### config.mk
export PLATFORM = sky130hd
export DESIGN_NAME = jtag_tap_multi
export DESIGN_NICKNAME = d
export VERILOG_FILES = /design/src/rtl/jtag_tap_multi.sv
export SDC_FILE = /design/constraint.sdc
export NUM_CORES = 1
export LEC_CHECK = 0
export BUFFER_PORTS_ARGS = -buffer_cell sky130_fd_sc_hd__buf_2
export CAP_MARGIN = 10
export CORE_MARGIN = 5
export CORE_UTILIZATION = 60
export CTS_BUF_LIST = sky130_fd_sc_hd__clkbuf_4 sky130_fd_sc_hd__clkbuf_8
export DETAILED_ROUTE_END_ITERATION = 8
export PLACE_DENSITY = 0.93
export SLEW_MARGIN = 30
export SYNTH_ARGS = -nofsm -noshare
export SYNTH_HDL_FRONTEND = slang
export SYNTH_SLANG_ARGS = --single-unit
### constraint.sdc
create_clock -name tck -period 6.1 [get_ports tck]
set_clock_uncertainty 0.15 [all_clocks]
set_input_delay 1.22 -clock tck [delete_from_list [all_inputs] [get_ports tck]]
set_output_delay 1.22 -clock tck [all_outputs]
set_load 0.05 [all_outputs]
### src/rtl/jtag_tap_multi.sv
// jtag_tap_multi: IEEE 1149.1 TAP controller with an instruction register,
// IDCODE and BYPASS data registers, and NUM_USER user data-register channels.
//
// Ports:
//   tck                - test clock, all state updates on its rising edge
//   trstn              - synchronous active-low reset
//   tms, tdi           - test mode select / test data in, sampled on rising tck
//   tdo, tdo_en        - serial data out (combinational) and its valid flag
//   ir_out             - currently latched instruction
//   user_capture_data  - per-channel capture values, channel k at [k*DR_WIDTH +: DR_WIDTH]
//   user_update_data   - per-channel update values, same packing
//   user_update_valid  - per-channel one-cycle pulse following Update-DR
module jtag_tap_multi #(
  parameter int unsigned IR_WIDTH = 4,
  parameter int unsigned DR_WIDTH = 32,
  parameter int unsigned NUM_USER = 2,
  parameter logic [31:0] IDCODE   = 32'h1000_0001
) (
  input  logic                         tck,
  input  logic                         trstn,
  input  logic                         tms,
  input  logic                         tdi,
  output logic                         tdo,
  output logic                         tdo_en,
  output logic [IR_WIDTH-1:0]          ir_out,
  input  logic [NUM_USER*DR_WIDTH-1:0] user_capture_data,
  output logic [NUM_USER*DR_WIDTH-1:0] user_update_data,
  output logic [NUM_USER-1:0]          user_update_valid
);

  localparam logic [31:0] IDCODE_VAL = IDCODE | 32'd1;

  typedef enum logic [3:0] {
    TLR, RTI,
    SEL_DR, CAP_DR, SHIFT_DR, EXIT1_DR, PAUSE_DR, EXIT2_DR, UPD_DR,
    SEL_IR, CAP_IR, SHIFT_IR, EXIT1_IR, PAUSE_IR, EXIT2_IR, UPD_IR
  } tap_state_t;

  tap_state_t state, next_state;

  logic [IR_WIDTH-1:0] ir_sr;
  logic [IR_WIDTH-1:0] ir_reg;
  logic [31:0]         idcode_sr;
  logic                bypass_sr;
  logic [DR_WIDTH-1:0] user_sr  [NUM_USER];
  logic [DR_WIDTH-1:0] upd_reg  [NUM_USER];
  logic [NUM_USER-1:0] valid_reg;
  logic                sel_idcode;
  logic [NUM_USER-1:0] sel_user;

  // State register
  always_ff @(posedge tck) begin
    if (!trstn) state <= TLR;
    else        state <= next_state;
  end

  // Next-state logic
  always_comb begin
    next_state = state;
    unique case (state)
      TLR:      next_state = tms ? TLR      : RTI;
      RTI:      next_state = tms ? SEL_DR   : RTI;
      SEL_DR:   next_state = tms ? SEL_IR   : CAP_DR;
      CAP_DR:   next_state = tms ? EXIT1_DR : SHIFT_DR;
      SHIFT_DR: next_state = tms ? EXIT1_DR : SHIFT_DR;
      EXIT1_DR: next_state = tms ? UPD_DR   : PAUSE_DR;
      PAUSE_DR: next_state = tms ? EXIT2_DR : PAUSE_DR;
      EXIT2_DR: next_state = tms ? UPD_DR   : SHIFT_DR;
      UPD_DR:   next_state = tms ? SEL_DR   : RTI;
      SEL_IR:   next_state = tms ? TLR      : CAP_IR;
      CAP_IR:   next_state = tms ? EXIT1_IR : SHIFT_IR;
      SHIFT_IR: next_state = tms ? EXIT1_IR : SHIFT_IR;
      EXIT1_IR: next_state = tms ? UPD_IR   : PAUSE_IR;
      PAUSE_IR: next_state = tms ? EXIT2_IR : PAUSE_IR;
      EXIT2_IR: next_state = tms ? UPD_IR   : SHIFT_IR;
      UPD_IR:   next_state = tms ? SEL_DR   : RTI;
      default:  next_state = TLR;
    endcase
  end

  // Instruction decode; unmapped codes fall through to BYPASS
  always_comb begin
    sel_idcode = (ir_reg == IR_WIDTH'(1));
    sel_user   = '0;
    for (int unsigned k = 0; k < NUM_USER; k++)
      sel_user[k] = (ir_reg == IR_WIDTH'(k + 2));
  end

  // Instruction and data register datapath
  always_ff @(posedge tck) begin
    if (!trstn) begin
      ir_sr     <= '0;
      ir_reg    <= IR_WIDTH'(1);
      idcode_sr <= '0;
      bypass_sr <= 1'b0;
      valid_reg <= '0;
      for (int unsigned k = 0; k < NUM_USER; k++) begin
        user_sr[k] <= '0;
        upd_reg[k] <= '0;
      end
    end else begin
      // Loaded on the edge entering TLR so ir_out reads IDCODE throughout TLR
      if (next_state == TLR)   ir_reg <= IR_WIDTH'(1);
      else if (state == UPD_IR) ir_reg <= ir_sr;

      if (state == CAP_IR)        ir_sr <= IR_WIDTH'(1);
      else if (state == SHIFT_IR) ir_sr <= {tdi, ir_sr[IR_WIDTH-1:1]};

      if (sel_idcode) begin
        if (state == CAP_DR)        idcode_sr <= IDCODE_VAL;
        else if (state == SHIFT_DR) idcode_sr <= {tdi, idcode_sr[31:1]};
      end

      if (!sel_idcode && sel_user == '0) begin
        if (state == CAP_DR)        bypass_sr <= 1'b0;
        else if (state == SHIFT_DR) bypass_sr <= tdi;
      end

      valid_reg <= '0;
      for (int unsigned k = 0; k < NUM_USER; k++) begin
        if (sel_user[k]) begin
          if (state == CAP_DR)
            user_sr[k] <= user_capture_data[k*DR_WIDTH +: DR_WIDTH];
          else if (state == SHIFT_DR)
            // Widened before shifting so DR_WIDTH = 1 needs no special case
            user_sr[k] <= DR_WIDTH'({tdi, user_sr[k]} >> 1);
          if (state == UPD_DR) begin
            upd_reg[k]   <= user_sr[k];
            valid_reg[k] <= 1'b1;
          end
        end
      end
    end
  end

  // Serial output mux
  always_comb begin
    tdo    = 1'b0;
    tdo_en = 1'b0;
    if (state == SHIFT_IR) begin
      tdo_en = 1'b1;
      tdo    = ir_sr[0];
    end else if (state == SHIFT_DR) begin
      tdo_en = 1'b1;
      tdo    = sel_idcode ? idcode_sr[0] : bypass_sr;
      for (int unsigned k = 0; k < NUM_USER; k++)
        if (sel_user[k]) tdo = user_sr[k][0];
    end
  end

  for (genvar g = 0; g < NUM_USER; g++) begin : g_pack
    assign user_update_data[g*DR_WIDTH +: DR_WIDTH] = upd_reg[g];
  end

  assign ir_out            = ir_reg;
  assign user_update_valid = valid_reg;

endmodule

==> results of run 1 <==
kinds of logic (layout without fill, tap and decap cells):
kind of cell,Yosys count,in the layout
AOI/OAI and AO/OA,101,101
xor gates and xnor gates,2,2
buffers and inverters,52,185
DFF,175,175
muxes,35,35
and+or+nand+nor,214,214
area by class of cell:
cell class	count	area, sq um	share of cell area
clock inverter	14	152.6	0.01745
multi-input combinational	352	2514	0.2874
tap	172	215.2	0.02461
inverter	6	22.52	0.002575
timing repair buffer	147	815.8	0.09328
sequential	175	4785	0.5471
clock buffer	18	241.5	0.02761
worst paths after layout:
path,to,cells past startpoint,slack (ns),startpoint
worst max-delay path,tdo,4,2.60,state[2]
worst min-delay path,idcode_sr[1],2,0.31,idcode_sr[1]
worst max register to register,user_sr[1][22],4,3.59,state[2]
worst min register to register,idcode_sr[1],2,0.31,idcode_sr[1]
per-layer routing:
metal	wire length, um	vias to the layer above	global-route usage
li1	-	2362	-
met1	6210	2409	0.2559
met2	7873	156	0.3564
met3	776	26	0.03528
met4	327	0	0.07633
met5	0	-	0
power groups by stage:
stage / clock [uW] / combinational, uW / sequential, uW
floorplan: 0 / 72.3 / 1400
global placement: 0 / 164 / 1350
detailed placement: 0 / 170 / 1350
CTS: 806 / 170 / 1320
global route: 859 / 184 / 1330
finish: 796 / 174 / 1320
through the flow:
step           std cells  hold WS, ns
6_report             884       0.3104
5_1_grt              884       0.3257
4_1_cts              881       0.3123
3_5_place_dp         849       0.2971
3_3_place_gp         849       0.2920
2_1_floorplan        579       0.2843
worst min-delay path, stage by stage (launching register included):
cell and delay, ns:
dfxtp_1 0.33, nand3_2 0.06, o21ai_2 0.04
cell usage in the layout, fill, tap and decap left out, types with 3 or more instances in the layout:
cell type  count
and2_1        64
clkbuf_8      17
buf_16         3
dfxtp_1       47
nand3_1       39
nand3_2       29
nand4_1        3
nand2b_1       3
o21ai_2       33
o211ai_1       3
a21oi_1        4
a21boi_0       3
a22o_1        32
buf_4          5
inv_6          5
o21ai_0       11
nand2_1       14
inv_1          6
edfxtp_1     128
mux2i_1       35
nor2_1        42
buf_2        139
==> out/results.ini, run 1 <==
[run_status]
status = complete, no violations

[cts]
cts_max_level = 4
cts_root_buffer = clkbuf_8
cts-resized-gates = 0
ctsHoldBuffers = 0
clock-sinks = 175
cts_made_buffers = 17
ctsLongestPathBuffers = 2
tritoncts = built
path_clk_slew_ns = 0.09
insertion_delay_ns = 0.43
postCtsSetupBuffers = 0

[pwr]
power.share.sequential = 0.577
p_leak_uw = 0.003575
power_uw = 2293
switching_power_uw = 569.1
p_sw_frac = 0.2482
pwr-share-clk = 0.347
p_comb_frac = 0.076
internal-power_uw = 1724
powerDensity_nw_per_um2 = 262.1
ir_worst_vdd_uv = 144.8

[critical_path]
crit_required_ns = 4.73
max_stage_delay_ns = 0.67
crit_path_end_kind = output port
critPathSlowestCell = dfxtp_1
cp_top_family = flip-flops
crit_buf_inv = 1
crit_type = reg -> out
crit_chain = nor4b_4 -> o2111ai_1 -> nand3_1 -> buf_2
crit_arrival_ns = 2.13
crit_fanout = 17
cp-start-kind = flip-flop

[sta]
maxSlewHeadroom = 0.3707
worst_slack_ns = 2.603
final-setup-viol-count = 0
rsz0062_at_grt = no
maxSlewViolCount = 0
period_needed_ns = 3.497
fin_setup_tns_ns = 0
max_freq_mhz = 286.0
min_period_over_period = 0.5733
hold_violations = 0
tightest_slew_ns = 0.9440

[detailed_routing]
final_antenna_net_count = 0
drt_pass1_iterations = 5
dr_total_vias = 4953
wl_per_cell_um = 17.18
via_per_inst = 5.603
remaining_drc_errors = 0
drt_iter0_drc = 451
routed_wl_um = 15190

[finish]
drive_gt1_frac = 0.3539
filler_cell_count = 814
fin_area_sq_um = 8746
area_growth_pct = 16.25
nets = 767
postLayoutCoreUtil = 0.7016
n_antenna_cell = 0

[logic_synthesis]
ys_seq_elements = 175
synth-simple-area-share = 0.1720
syn_nets = 647
synth_area_sq_um = 7523
synth_compound_gate_area_share = 0.1063
synth_top_area_cell = edfxtp_1
ys_seq_area_frac = 0.6360
synth-main-ff-cell = edfxtp_1
synthTopCellsByCount = edfxtp_1 (128), and2_1 (65), dfxtp_1 (47)
synth_top_area_share = 0.5109
synth_adder_area_share = 0
ys_async_sr_fraction = 0
syn_inst = 579
yosysMostFrequentCell = edfxtp_1
yosys_warnings = 0
synth.distinct_cells = 46
syn_area_per_cell_sq_um = 12.99
synth_edf_count = 128
synth_top_family_by_area = simple AND/OR/NAND/NOR gates
synth.area.top_cells = edfxtp_1 (51%), dfxtp_1 (13%), and2_1 (5.4%)
yosys.area_share.xor_xnor = 0.002328
synthMuxAreaShare = 0.04657

[place]
place_congestion = 0.8154
place_area_sq_um = 8267
place_ws_ns = 2.539
dp_hpwl_um = 10190
port_buffers = 139

[die]
rows = 41
start_util = 0.6035
ios = 140
dieHeight_um = 122.0
core_sq_um = 12470
dieArea_sq_um = 14880
die_x_um = 122.0

[global_routing]
grt_use_total = 0.2043
grt_pass1_vias = 4842
grt_start_max_net_pins = 65
grt_pass1_wl_um = 23690
antenna_found_initial = 0
grt_overflow = 0

[worst_hold_path]
hp-class = reg -> reg

[job]
maxCapViolCount = 0

No activity file was read; power rests on OpenSTA's default activity.
==> inputs of run 2 (changes only) <==
--- a/config.mk
+++ b/config.mk
@@ -8,10 +8,10 @@
 export BUFFER_PORTS_ARGS = -buffer_cell sky130_fd_sc_hd__buf_2
 export CAP_MARGIN = 10
 export CORE_MARGIN = 5
-export CORE_UTILIZATION = 60
+export CORE_UTILIZATION = 52
 export CTS_BUF_LIST = sky130_fd_sc_hd__clkbuf_4 sky130_fd_sc_hd__clkbuf_8
 export DETAILED_ROUTE_END_ITERATION = 8
-export PLACE_DENSITY = 0.93
+export PLACE_DENSITY = 0.86
 export SLEW_MARGIN = 30
 export SYNTH_ARGS = -nofsm -noshare
 export SYNTH_HDL_FRONTEND = slang
==> constraint.sdc (replaced) <==
create_clock -name tck -period 2.9 [get_ports tck]
set_clock_uncertainty 0.15 [all_clocks]
set_input_delay 0.58 -clock tck [delete_from_list [all_inputs] [get_ports tck]]
set_output_delay 0.58 -clock tck [all_outputs]
set_load 0.05 [all_outputs]
==> run 2 against run 1 <==
Effect of this change:
- non-clock buffer count rose by 6
- clock power rose by 120%
- sequential power rose by 110%
- worst setup slack got worse by 2.4 ns
- routed wire length fell by 0.14%
- combinational power rose by 120%
- via count rose by 0.61%
- count of clock-buffer cells in the layout did not move
- cell area rose by 0.96%
- global-route usage fell by 2.6 points
==> out/results.ini, run 2 (synthesis gave the netlist of run 1 again) <==
[cts]
postCtsSetupBuffers = 0  ; unchanged
cts_root_buffer = clkbuf_8  ; unchanged
cts_max_level = 4  ; unchanged
ctsLongestPathBuffers = 2  ; unchanged
path_clk_slew_ns = 0.09  ; about the same
insertion_delay_ns = 0.45  ; was 0.43 ns
clock-sinks = 175  ; unchanged
cts_made_buffers = 17  ; unchanged
tritoncts = built  ; unchanged

[sta]
holdWs_ns = 0.2685  ; was 0.3104 ns
tightest_slew_ns = 0.6087  ; was 0.9440 ns
period_needed_ns = 2.719
min_period_over_period = 0.9375
maxSlewHeadroom = 0.5942  ; was 0.3707
max_freq_mhz = 367.8
hold_violations = 0  ; unchanged
worst_slack_ns = 0.1813  ; was 2.603 ns
rsz0062_at_grt = no  ; unchanged
maxSlewViolCount = 0  ; unchanged
final-setup-viol-count = 0  ; unchanged

[pwr]
p_comb_frac = 0.079  ; was 0.076
power_uw = 4885  ; was 2293 uW
ir_worst_vdd_uv = 238.6  ; was 144.8 uV
p_sw_frac = 0.2422  ; was 0.2482
switching_power_uw = 1183  ; was 569.1 uW
pwr-share-clk = 0.353  ; was 0.347
p_leak_uw = 0.003601  ; was 0.003575 uW
internal-power_uw = 3702  ; was 1724 uW
power.share.sequential = 0.568  ; was 0.577
powerDensity_nw_per_um2 = 553.2  ; was 262.1 nW/um^2

[critical_path]
crit_fanout = 14  ; was 17
crit_required_ns = 2.17  ; was 4.73 ns
crit_arrival_ns = 1.99  ; was 2.13 ns
crit_path_end_kind = output port  ; unchanged
crit_type = reg -> out  ; unchanged
reg2reg_depth = 5  ; was 4
cp-start-kind = flip-flop  ; unchanged

[die]
core_sq_um = 14370  ; was 12470 sq um
ios = 140  ; unchanged
start_util = 0.5236  ; was 0.6035
die_x_um = 130.3  ; was 122.0 um
rows = 44  ; was 41
dieHeight_um = 130.3  ; was 122.0 um
dieArea_sq_um = 16970  ; was 14880 sq um

[finish]
nets = 773  ; was 767
layout_common_cells = buf_2 (139), edfxtp_1 (128), and2_1 (65)  ; was buf_2 (139), edfxtp_1 (128), and2_1 (64)
area_growth_pct = 17.36  ; was 16.25%
n_antenna_cell = 0  ; unchanged
final-instance-count-excl-fill = 902  ; was 884
final_common_cell = buf_2  ; unchanged
postLayoutCoreUtil = 0.6145  ; was 0.7016
drive_gt1_frac = 0.3565  ; was 0.3539

[detailed_routing]
routed_wl_um = 15170  ; was 15190 um
drt_iter0_drc = 362  ; was 451
remaining_drc_errors = 0  ; unchanged
wl_per_cell_um = 16.81  ; was 17.18 um
dr_total_vias = 4983  ; was 4953
via_per_inst = 5.524  ; was 5.603
final_antenna_net_count = 0  ; unchanged
drt_pass1_iterations = 4  ; was 5

[global_routing]
antenna_found_initial = 0  ; unchanged
grt_start_max_net_pins = 79  ; was 65
grt_pass1_wl_um = 23520  ; was 23690 um
grt_overflow = 0  ; unchanged
grt_use_total = 0.1779  ; was 0.2043
grt_pass1_vias = 4750  ; was 4842

[place]
place_ws_ns = 0.3409  ; was 2.539 ns
place_congestion = 0.7830  ; was 0.8154
dp_hpwl_um = 10420  ; was 10190 um
port_buffers = 139  ; unchanged
placed_cells = 868  ; was 849

[worst_hold_path]
hp-class = in -> reg  ; was reg -> reg
min_path_cells = 2  ; unchanged

[job]
maxCapViolCount = 0  ; unchanged

[run_status]
status = complete, no violations  ; unchanged

run 2: cell count changes in the layout (fill, tap and decap cells not counted), sizes merged:
cell and delta:
buf +6, bufinv +1, inv -4, clkinvlp +4
clkinv -1
run 2: worst paths after layout:
path | from | endpoint | slack [ns]
setup / recovery | state[3] | tdo | 0.18
hold / removal | user_capture_data[38] | user_sr[1][6] | 0.27
setup reg to reg | ir_out[0] | idcode_sr[15] | 0.58
hold reg to reg | idcode_sr[27] | idcode_sr[27] | 0.31
run 2: critical path: stages, from the launching register on:
cell and delay, ns:
dfxtp_1 0.32, buf_4 0.18, nor4b_4 0.45, o2111ai_1 0.17
nand3_1 0.14, buf_2 0.27
run 2: what timing repair did:
item	CTS	global route
setup endpoints to repair	0	1
hold buffers	0	0
endpoints found under the hold margin	0	0
resized for setup	0	1
run 2: per-layer routing:
| metal | global-route usage | share of wire | up-vias |
|---|---|---|---|
| met5 | 0 | 0 | - |
| met3 | 0.04625 | 0.055 | 18 |
| met1 | 0.2233 | 0.42 | 2462 |
| li1 | - | - | 2379 |
| met2 | 0.3008 | 0.51 | 124 |
| met4 | 0.05929 | 0.014 | 0 |
run 2: power groups by stage:
stage	Clock (uW)	Combinational, uW	Sequential [uW]
3_5_place_dp	0	377	2830
6_report	1730	385	2770
5_1_grt	1850	410	2780
3_3_place_gp	0	366	2830
2_1_floorplan	0	152	2940
4_1_cts	1760	379	2770
run 2: cell type report:
type	instances	area [sq um]
Sequential cell	175	4786
Fill cell	1088	5539
Timing Repair Buffer	153	865.8
Multi-Input combinational cell	352	2517
Clock buffer	18	241.5
Clock inverter	14	166.4
Inverter	6	22.52
Tap cell	184	230.2
run 2: metrics by stage:
step | instance area, sq um | setup TNS (ns)
final | 8830 | 0
after global routing | 8830 | 0
after CTS | 8773 | 0
after detailed placement | 8366 | 0
after global placement | 8366 | 0
after floorplan | 7523 | -50.67
==> inputs of run 3 (changes only) <==
--- a/config.mk
+++ b/config.mk
@@ -5,6 +5,7 @@
 export SDC_FILE = /design/constraint.sdc
 export NUM_CORES = 1
 export LEC_CHECK = 0
+export ABC_AREA = 1
 export BUFFER_PORTS_ARGS = -buffer_cell sky130_fd_sc_hd__buf_2
 export CAP_MARGIN = 10
 export CORE_MARGIN = 5
==> run 3 against run 2 <==
Effect of this change:
- count of clock-buffer cells in the layout decreased by 1
- non-clock buffer count increased by 1
- sequential power about the same
- via count increased by 7.9%
- flip-flop and latch count unchanged
- die area decreased by 0.71%
- register-to-register slack improved by 0.11 ns
- synthesized cell count increased by 23%
- critical path depth increased by 4
- utilization increased by 1.8 points
- cell area increased by 0.17%
- total power increased by 6.5%
- critical path type unchanged
==> out/results.ini, run 3 <==
[run_status]
status = complete, no violations  ; unchanged

[sta]
fin_setup_tns_ns = 0  ; unchanged
maxSlewHeadroom = 0.7066  ; was 0.5942
tightest_slew_ns = 0.4401  ; was 0.6087 ns
period_needed_ns = 2.667  ; was 2.719 ns
min_period_over_period = 0.9198  ; was 0.9375
rsz0062_at_grt = no  ; unchanged
max_freq_mhz = 374.9  ; was 367.8 MHz
hold_violations = 0  ; unchanged
maxSlewViolCount = 0  ; unchanged
worst_slack_ns = 0.2326  ; was 0.1813 ns
final-setup-viol-count = 0  ; unchanged

[global_routing]
grt_use_total = 0.1923  ; was 0.1779
antenna_found_initial = 0  ; unchanged
grt_pass1_wl_um = 25130  ; was 23520 um
grt_overflow = 0  ; unchanged
grt_start_max_net_pins = 65  ; was 79
grt_pass1_vias = 5099  ; was 4750

[place]
port_buffers = 139  ; unchanged
place_congestion = 0.8790  ; was 0.7830
dp_hpwl_um = 10850  ; was 10420 um
place_ws_ns = 0.5387  ; was 0.3409 ns
place_area_sq_um = 8343  ; was 8366 sq um

[cts]
cts_max_level = 4  ; unchanged
cts_root_buffer = clkbuf_8  ; unchanged
clock-sinks = 175  ; unchanged
insertion_delay_ns = 0.45  ; about the same
cts_made_buffers = 17  ; unchanged
postCtsSetupBuffers = 0  ; unchanged
tritoncts = built  ; unchanged
ctsHoldBuffers = 0  ; unchanged
path_clk_slew_ns = 0.08  ; was 0.09 ns
ctsLongestPathBuffers = 2  ; unchanged
cts-resized-gates = 0  ; unchanged

[logic_synthesis]
synth_top_area_share = 0.5148  ; was 0.5109
synth_top_area_cell = edfxtp_1  ; unchanged
ys_seq_area_frac = 0.6409  ; was 0.6360
synth_area_sq_um = 7466  ; was 7523 sq um
synth.area.top_cells = edfxtp_1 (51%), dfxtp_1 (13%), nor2_1 (6.7%)  ; was edfxtp_1 (51%), dfxtp_1 (13%), and2_1 (5.4%)
syn_nets = 779  ; was 647
yosys_warnings = 0  ; unchanged
yosysMostFrequentCell = nor2_1  ; was edfxtp_1
synth-main-ff-cell = edfxtp_1  ; unchanged
synth.distinct_cells = 24  ; was 46
syn_inst = 711  ; was 579
synth_edf_count = 128  ; unchanged
syn_area_per_cell_sq_um = 10.50  ; was 12.99 sq um
synthTopCellsByCount = nor2_1 (133), edfxtp_1 (128), inv_1 (114)  ; was edfxtp_1 (128), and2_1 (65), dfxtp_1 (47)
ys_async_sr_fraction = 0  ; unchanged
ys_seq_elements = 175  ; unchanged

[pwr]
p_sw_frac = 0.2247  ; was 0.2422
pwr-share-clk = 0.395  ; was 0.353
p_leak_uw = 0.003787  ; was 0.003601 uW
power.share.sequential = 0.531  ; was 0.568
powerDensity_nw_per_um2 = 588.5  ; was 553.2 nW/um^2
internal-power_uw = 4035  ; was 3702 uW
ir_worst_vdd_uv = 268.8  ; was 238.6 uV
p_comb_frac = 0.074  ; was 0.079
switching_power_uw = 1169  ; was 1183 uW

[die]
rows = 43  ; was 44
core_sq_um = 13990  ; was 14370 sq um
start_util = 0.5337  ; was 0.5236
die_x_um = 129.8  ; was 130.3 um
ios = 140  ; unchanged
dieArea_sq_um = 16850  ; was 16970 sq um
dieHeight_um = 129.8  ; was 130.3 um

[worst_hold_path]
hp-class = reg -> reg  ; was in -> reg
min_path_cells = 2  ; unchanged

[finish]
drive_gt1_frac = 0.2753  ; was 0.3565
nets = 917  ; was 773
fin_area_sq_um = 8845  ; was 8830 sq um
layout_common_cells = buf_2 (139), nor2_1 (133), edfxtp_1 (128)  ; was buf_2 (139), edfxtp_1 (128), and2_1 (65)
area_growth_pct = 18.47  ; was 17.36%
postLayoutCoreUtil = 0.6323  ; was 0.6145
final_common_cell = buf_2  ; unchanged

[detailed_routing]
wl_per_cell_um = 15.16  ; was 16.81 um
dr_total_vias = 5375  ; was 4983
remaining_drc_errors = 0  ; unchanged
drt_pass1_iterations = 5  ; was 4
final_antenna_net_count = 0  ; unchanged
via_per_inst = 5.158  ; was 5.524
routed_wl_um = 15800  ; was 15170 um
drt_iter0_drc = 429  ; was 362

[critical_path]
crit_path_frequent_cell = nand2_1
max_stage_delay_ns = 0.40  ; was 0.45 ns
crit_fanout = 5  ; was 14
reg2reg_depth = 6  ; was 5
critPathSlowestCell = dfxtp_1  ; was nor4b_4
crit_required_ns = 2.17  ; about the same
crit_type = reg -> out  ; unchanged
cp-start-kind = flip-flop  ; unchanged
crit_chain = inv_1 -> nor2_1 -> nand2_1 -> o21ai_0 -> a21oi_1 -> o21ai_0 -> nand2_1 -> nand2_1 -> buf_2  ; was buf_4 -> nor4b_4 -> o2111ai_1 -> nand3_1 -> buf_2
crit_path_end_kind = output port  ; unchanged
crit_arrival_ns = 1.94  ; was 1.99 ns

[job]
maxCapViolCount = 0  ; unchanged

## run 3: cell families after synthesis
| group | count (synthesis) | synth area share |
|---|---|---|
| AO/OA/AOI/OAI | 120 | 0.1178 |
| flip-flops | 175 | 0.6409 |
| buffers and inverters | 155 | 0.09368 |
| AND/OR/NAND/NOR | 261 | 0.1476 |
## run 3: cell type report
type,instances,area (sq um)
tap,180,225.2
timing repair buffer,154,870.8
clock buffer,17,234.0
multi-input combinational,381,2017
antenna,1,2.502
fill,1114,5144
inverter,120,450.4
clock inverter,14,260.3
sequential,175,4785
## run 3: per-layer routing
metal  wire, um  track usage  part of all wire
met5          0            0                 0
met4        359      0.07946             0.023
met1       6557       0.2428              0.42
met2       8018       0.3233              0.51
met3        863      0.04134             0.055
## run 3: power groups by stage
stage	combinational [uW]	sequential (uW)	clock [uW]
final	383	2760	2060
after global placement	377	2820	0
after CTS	384	2760	2090
after floorplan	139	2930	0
after detailed placement	383	2820	0
after global routing	411	2770	2200
## run 3: worst paths after layout
check                           startpoint             to  slack [ns]
worst min-delay path             bypass_sr      bypass_sr        0.30
worst max register to register    state[2]  user_sr[0][2]        0.69
worst max-delay path             ir_out[1]            tdo        0.23
worst min register to register   bypass_sr      bypass_sr        0.30
## run 3: metrics by stage
step / instances / hold slack (ns) / power (uW)
after CTS: 1041 / 0.2911 / 5237
after global placement: 1010 / 0.2839 / 3194
after global routing: 1041 / 0.2938 / 5382
after floorplan: 711 / 0.2739 / 3071
after detailed placement: 1010 / 0.2906 / 3204
final: 1042 / 0.3015 / 5205
## run 3: critical path: cells and delay by family (launching register included)
| family | cells | cell delay (ns) |
|---|---|---|
| AO/OA/AOI/OAI | 3 | 0.32 |
| flip-flops | 1 | 0.40 |
| buffers and inverters | 2 | 0.35 |
| AND/OR/NAND/NOR | 4 | 0.42 |
